**src/rtl/umi_combiner.sv**
```systemverilog
// rtl/umi_combiner.sv - UMI response/request combiner with registered output and anti-starvation
module umi_combiner #(
  parameter int AW     = 64,
  parameter int CW     = 32,
  parameter int UW     = 256,
  parameter int STARVE = 4
) (
  input  logic          clk,
  input  logic          nreset,
  input  logic          umi_resp_in_valid,
  input  logic [CW-1:0] umi_resp_in_cmd,
  input  logic [AW-1:0] umi_resp_in_dst_addr,
  input  logic [AW-1:0] umi_resp_in_src_addr,
  input  logic [UW-1:0] umi_resp_in_payload,
  output logic          umi_resp_in_ready,
  input  logic          umi_req_in_valid,
  input  logic [CW-1:0] umi_req_in_cmd,
  input  logic [AW-1:0] umi_req_in_dst_addr,
  input  logic [AW-1:0] umi_req_in_src_addr,
  input  logic [UW-1:0] umi_req_in_payload,
  output logic          umi_req_in_ready,
  output logic          umi_out_valid,
  output logic [CW-1:0] umi_out_cmd,
  output logic [AW-1:0] umi_out_dst_addr,
  output logic [AW-1:0] umi_out_src_addr,
  output logic [UW-1:0] umi_out_payload,
  input  logic          umi_out_ready
);

  localparam int              CNTW      = (STARVE > 0) ? $clog2(STARVE + 1) : 1;
  localparam logic [CNTW-1:0] LP_STARVE = CNTW'(STARVE);

  logic            r_out_valid;
  logic [CW-1:0]   r_out_cmd;
  logic [AW-1:0]   r_out_dst_addr;
  logic [AW-1:0]   r_out_src_addr;
  logic [UW-1:0]   r_out_payload;
  logic [CNTW-1:0] r_cnt;

  logic w_load;
  logic w_starved;
  logic w_grant_resp;
  logic w_grant_req;
  logic w_resp_xfer;
  logic w_req_xfer;

  assign w_load = ~r_out_valid | umi_out_ready;

  // A waiting request overtakes responses once it has been passed over STARVE times.
  assign w_starved    = (STARVE > 0) && (r_cnt == LP_STARVE);
  assign w_grant_resp = umi_resp_in_valid & ~(umi_req_in_valid & w_starved);
  assign w_grant_req  = umi_req_in_valid & (~umi_resp_in_valid | w_starved);

  assign umi_resp_in_ready = w_load & w_grant_resp & nreset;
  assign umi_req_in_ready  = w_load & w_grant_req & nreset;

  assign w_resp_xfer = umi_resp_in_valid & umi_resp_in_ready;
  assign w_req_xfer  = umi_req_in_valid & umi_req_in_ready;

  always_ff @(posedge clk or negedge nreset) begin
    if (!nreset) begin
      r_out_valid    <= 1'b0;
      r_out_cmd      <= '0;
      r_out_dst_addr <= '0;
      r_out_src_addr <= '0;
      r_out_payload  <= '0;
    end else if (w_load) begin
      r_out_valid <= w_resp_xfer | w_req_xfer;
      if (w_req_xfer) begin
        r_out_cmd      <= umi_req_in_cmd;
        r_out_dst_addr <= umi_req_in_dst_addr;
        r_out_src_addr <= umi_req_in_src_addr;
        r_out_payload  <= umi_req_in_payload;
      end else if (w_resp_xfer) begin
        r_out_cmd      <= umi_resp_in_cmd;
        r_out_dst_addr <= umi_resp_in_dst_addr;
        r_out_src_addr <= umi_resp_in_src_addr;
        r_out_payload  <= umi_resp_in_payload;
      end
    end
  end

  always_ff @(posedge clk or negedge nreset) begin
    if (!nreset) begin
      r_cnt <= '0;
    end else if (w_resp_xfer && umi_req_in_valid) begin
      if (r_cnt != LP_STARVE) begin
        r_cnt <= r_cnt + 1'b1;
      end
    end else if (w_req_xfer || !umi_req_in_valid) begin
      r_cnt <= '0;
    end
  end

  assign umi_out_valid    = r_out_valid;
  assign umi_out_cmd      = r_out_cmd;
  assign umi_out_dst_addr = r_out_dst_addr;
  assign umi_out_src_addr = r_out_src_addr;
  assign umi_out_payload  = r_out_payload;

endmodule

```
**config.mk**
```make
export PLATFORM = sky130hd
export DESIGN_NAME = umi_combiner
export DESIGN_NICKNAME = d
export VERILOG_FILES = /design/src/rtl/umi_combiner.sv
export SDC_FILE = /design/constraint.sdc
export NUM_CORES = 1
export LEC_CHECK = 0
export ABC_AREA = 1
export BUFFER_PORTS_ARGS = -buffer_cell sky130_fd_sc_hd__buf_2
export CAP_MARGIN = 10
export CORE_AREA = 2 2 494 496
export DETAILED_ROUTE_END_ITERATION = 10
export DIE_AREA = 0 0 496 498
export PLACE_DENSITY = 0.35
export SLEW_MARGIN = 0
export SYNTH_ARGS = -nofsm -noshare
export SYNTH_HDL_FRONTEND = slang
export SYNTH_SLANG_ARGS = --single-unit
```
**constraint.sdc**
```tcl
create_clock -name clk -period 1.9 [get_ports clk]
set_input_delay 0.095 -clock clk [delete_from_list [all_inputs] [get_ports clk]]
set_output_delay 0.095 -clock clk [all_outputs]
set_load 0.02 [all_outputs]
```
==> key figures <==
Outcome
  • Outcome: complete, but fails checks
  • Failing checks: negative setup slack

Place
  • Hpwl dp: 153.9 mm
  • Pre-CTS setup slack: -0.1832 ns
  • RePlAce Congestion: 0.9584
  • Port bufs: 1,255
  • Placed insts: 8,053

Job
  • Max_cap viols: 0

Synth
  • Syn Inst Count: 3,640
  • Post-synthesis register bit count: 420
  • Sequential-to-total area share from yosys stat: 0.4299
  • Largest family of logic cells by synthesized area: simple AND/OR/NAND/NOR gates
  • XOR/XNOR Fraction of Synth Area: 0.0003582
  • Area contributors post-synth: dfrtp_1, nand2_1, inv_1, nand4_1, nand3_1
  • Avg Cell Area, Syn: 6.717 sq um
  • Simple-gate share of the synthesized area: 0.3874
  • Unique masters post-synth: 16
  • Mapped Area: 24,450 sq um
  • Top cell type by total area after synthesis: dfrtp_1
  • Post-Syn Nets: 4,479
  • Fraction of the mapped netlist area in adder cells: 0.001024
  • Post-synthesis compound-gate area fraction: 0
  • Area share of the largest cell type after synthesis: 0.4299
  • Multiplexer area fraction after synthesis: 0
  • Total of warnings raised by yosys: 0

Timing
  • RSZ-0062 raised after global routing: true
  • Hold Fails Final Rpt: 0
  • Hold WS: 0.08749 ns
  • Slew headroom: 0.4233
  • Final min period: 2.041 ns
  • Tcrit/Tclk final: 1.074
  • Slew Limit Fails: 0
  • Worst setup margin: -0.1408 ns
  • Maximum clock rate: 0.4900 GHz
  • Slew @ Worst Pin: 0.8651 ns
  • Clk_skew: 0.04296 ns
  • TNS Setup: -17.96 ns
  • Final setup viols: 349

Critical path
  • Required @ worst endpoint: 1.80 ns
  • CP Launch Type: flop
  • Crit path max fanout: 3
  • Critical register-to-register path startpoint: r_cnt[0]$_DFFE_PN0P_
  • Reg2reg end: umi_out_payload[127]$_DFFE_PN0P_
  • Critical path arrival: 1.95 ns
  • FF-to-FF setup slack: -0.11 ns
  • Reg2Reg Depth: 14
  • WS Path Type: reg2out
  • Crit. End Element: output pin

Clocking
  • CTS Buffer Depth: 3
  • Clk_lat worst skew: 0.72 ns
  • CTS tree: done
  • Reg clk slew, reported paths: 0.06 ns
  • TritonCTS Buffers: 59
  • Count of clock tree sinks: 420
  • Root Buffer: clkbuf_16
  • CTS H-Tree Depth: 2

Worst hold path
  • Hold EP: umi_out_cmd[21]$_DFFE_PN0P_
  • WHS Path Cells: 7
  • HP Class: in2reg
  • Min-delay src: umi_req_in_cmd[21]

Die
  • Total die area: 247,000 sq um
  • I/O pin total: 1,256
  • Std-Cell Rows: 181
  • Die height: 498 microns
  • Core area: 241,900 sq um
  • Initial core utilization: 0.1011
  • Die Wd: 496 microns

Power and ir drop
  • P_leak: 27.29 nW
  • Peak supply drop: 0.6594 mV
  • Power Dens Cells: 762.4 nW/um^2

Global routing
  • Tot GR Track Use: 0.1547
  • First-pass GRT wire length: 271.4 mm
  • Vias in the first global route: 34,400
  • Overflow after GRT: 0
  • Largest net degree at the start of global routing: 119
  • Initial antenna violation count: 119

Detailed routing
  • DR iter-0 viols: 2,257
  • Post-DRT Antenna Nets: 0
  • Detailed-router iteration count before antenna repair: 6
  • DRC: 0
  • Drt wl/cell: 22.01 microns
  • Routed WL: 201.5 mm
  • Vias: 34,100
  • Vias per cell: 3.725

Cells and area
  • Fin nets: 6,688
  • Fraction of layout cells with a size suffix above 1: 0.3213
  • Layout area overhead: 103.9%
  • Final cell count without fillers: 9,154
  • Final core occ: 0.2061
[worst max-delay path by stage]
stage                              start                                to  slack [ns]  depth (start not counted)
global placement    r_cnt[0]$_DFFE_PN0P_    umi_out_payload[7]$_DFFE_PN0P_       -0.12                          9
floorplan           r_cnt[0]$_DFFE_PN0P_  umi_out_payload[144]$_DFFE_PN0P_        0.22                         10
CTS                 r_cnt[0]$_DFFE_PN0P_                  umi_req_in_ready       -0.30                         10
detailed placement  r_cnt[0]$_DFFE_PN0P_  umi_out_payload[244]$_DFFE_PN0P_       -0.18                         10
global route        r_cnt[0]$_DFFE_PN0P_                  umi_req_in_ready       -0.24                          9
finish              r_cnt[0]$_DFFE_PN0P_                  umi_req_in_ready       -0.14                          9
[report_power, final]
part           switching (mW)  internal, mW
registers                1.22          10.7
logic                    8.66          5.62
clock network            4.99          6.80
[area by class of cell]
class | count | area, sq um
fill | 27430 | 192000
timing repair buffer | 2423 | 19500
multi-input combinational | 2104 | 10530
sequential | 420 | 10510
tap | 3202 | 4006
inverter | 841 | 3172
clock buffer | 88 | 1765
clock inverter | 16 | 224.0
antenna | 60 | 150.1
[cells by family after synthesis]
| logic type | after synthesis |
|---|---|
| adder cells (fa/ha/maj) | 2 |
| buffers and inverters | 1117 |
| XOR/XNOR | 1 |
| flip-flops | 420 |
| AND/OR/NAND/NOR | 2100 |
[layout by cell type, fill, tap and decap left out, types with 11 or more instances in the layout]
cell              n
buf_4           163
dfrtp_1         420
diode_2          60
nand2_1        1191
buf_16           53
nand3_1         287
clkbuf_8         18
buf_6            31
dlygate4sd3_1   833
clkbuf_16        68
nand3_2         114
inv_1           835
buf_12           61
nand4_1         419
clkbuf_1         11
nand3_4          18
buf_8            15
buf_2          1252
nand2_2          66
[registers in the layout, indices dropped and copies added (netlist names)]
name / cells
r_cnt: 3
umi_out_cmd: 32
umi_out_dst_addr: 64
umi_out_payload: 256
umi_out_src_addr: 64
umi_out_valid: 1
[per-layer routing]
layer | track usage | wire length (microns) | vias up
met1 | 0.2028 | 89170 | 16390
met2 | 0.2454 | 88500 | 1585
met3 | 0.04071 | 15610 | 328
met5 | 0 | 404 | -
met4 | 0.04859 | 7780 | 62
li1 | - | - | 15740
[synthesized netlist by cell type (all sizes together)]
library cell / instances
nand2: 1261
inv: 841
dfrtp: 420
nand3: 419
nand4: 419
buf: 157
clkbuf: 119
ha: 2
nor2: 1
xor2: 1
[through the flow]
| stage | total power, mW | instance area (sq um) |
|---|---|---|
| after floorplan | 17.19 | 24450 |
| final | 38.01 | 49860 |
| after detailed placement | 23.35 | 35890 |
| after CTS | 38.38 | 49160 |
| after global routing | 39.82 | 49780 |
| after global placement | 23.37 | 35890 |
[critical path, stage by stage (launching register included)]
cell	delay (ns)
dfrtp_1	0.38
inv_2	0.09
ha_4	0.15
nand2_4	0.05
nand2_4	0.07
nand3_4	0.08
buf_12	0.16
buf_8	0.12
inv_2	0.04
buf_6	0.10
[what timing repair did]
action / 4_1_cts / 5_1_grt
gates resized for setup: 285 / 120
endpoints found under the setup margin: 381 / 418
pin swaps: 30 / 28
endpoints found under the hold margin: 609 / 0
hold buffers: 833 / 0
cloned: 45 / 9
setup buffers: 56 / 6
Power figures use the tool's default switching activity.
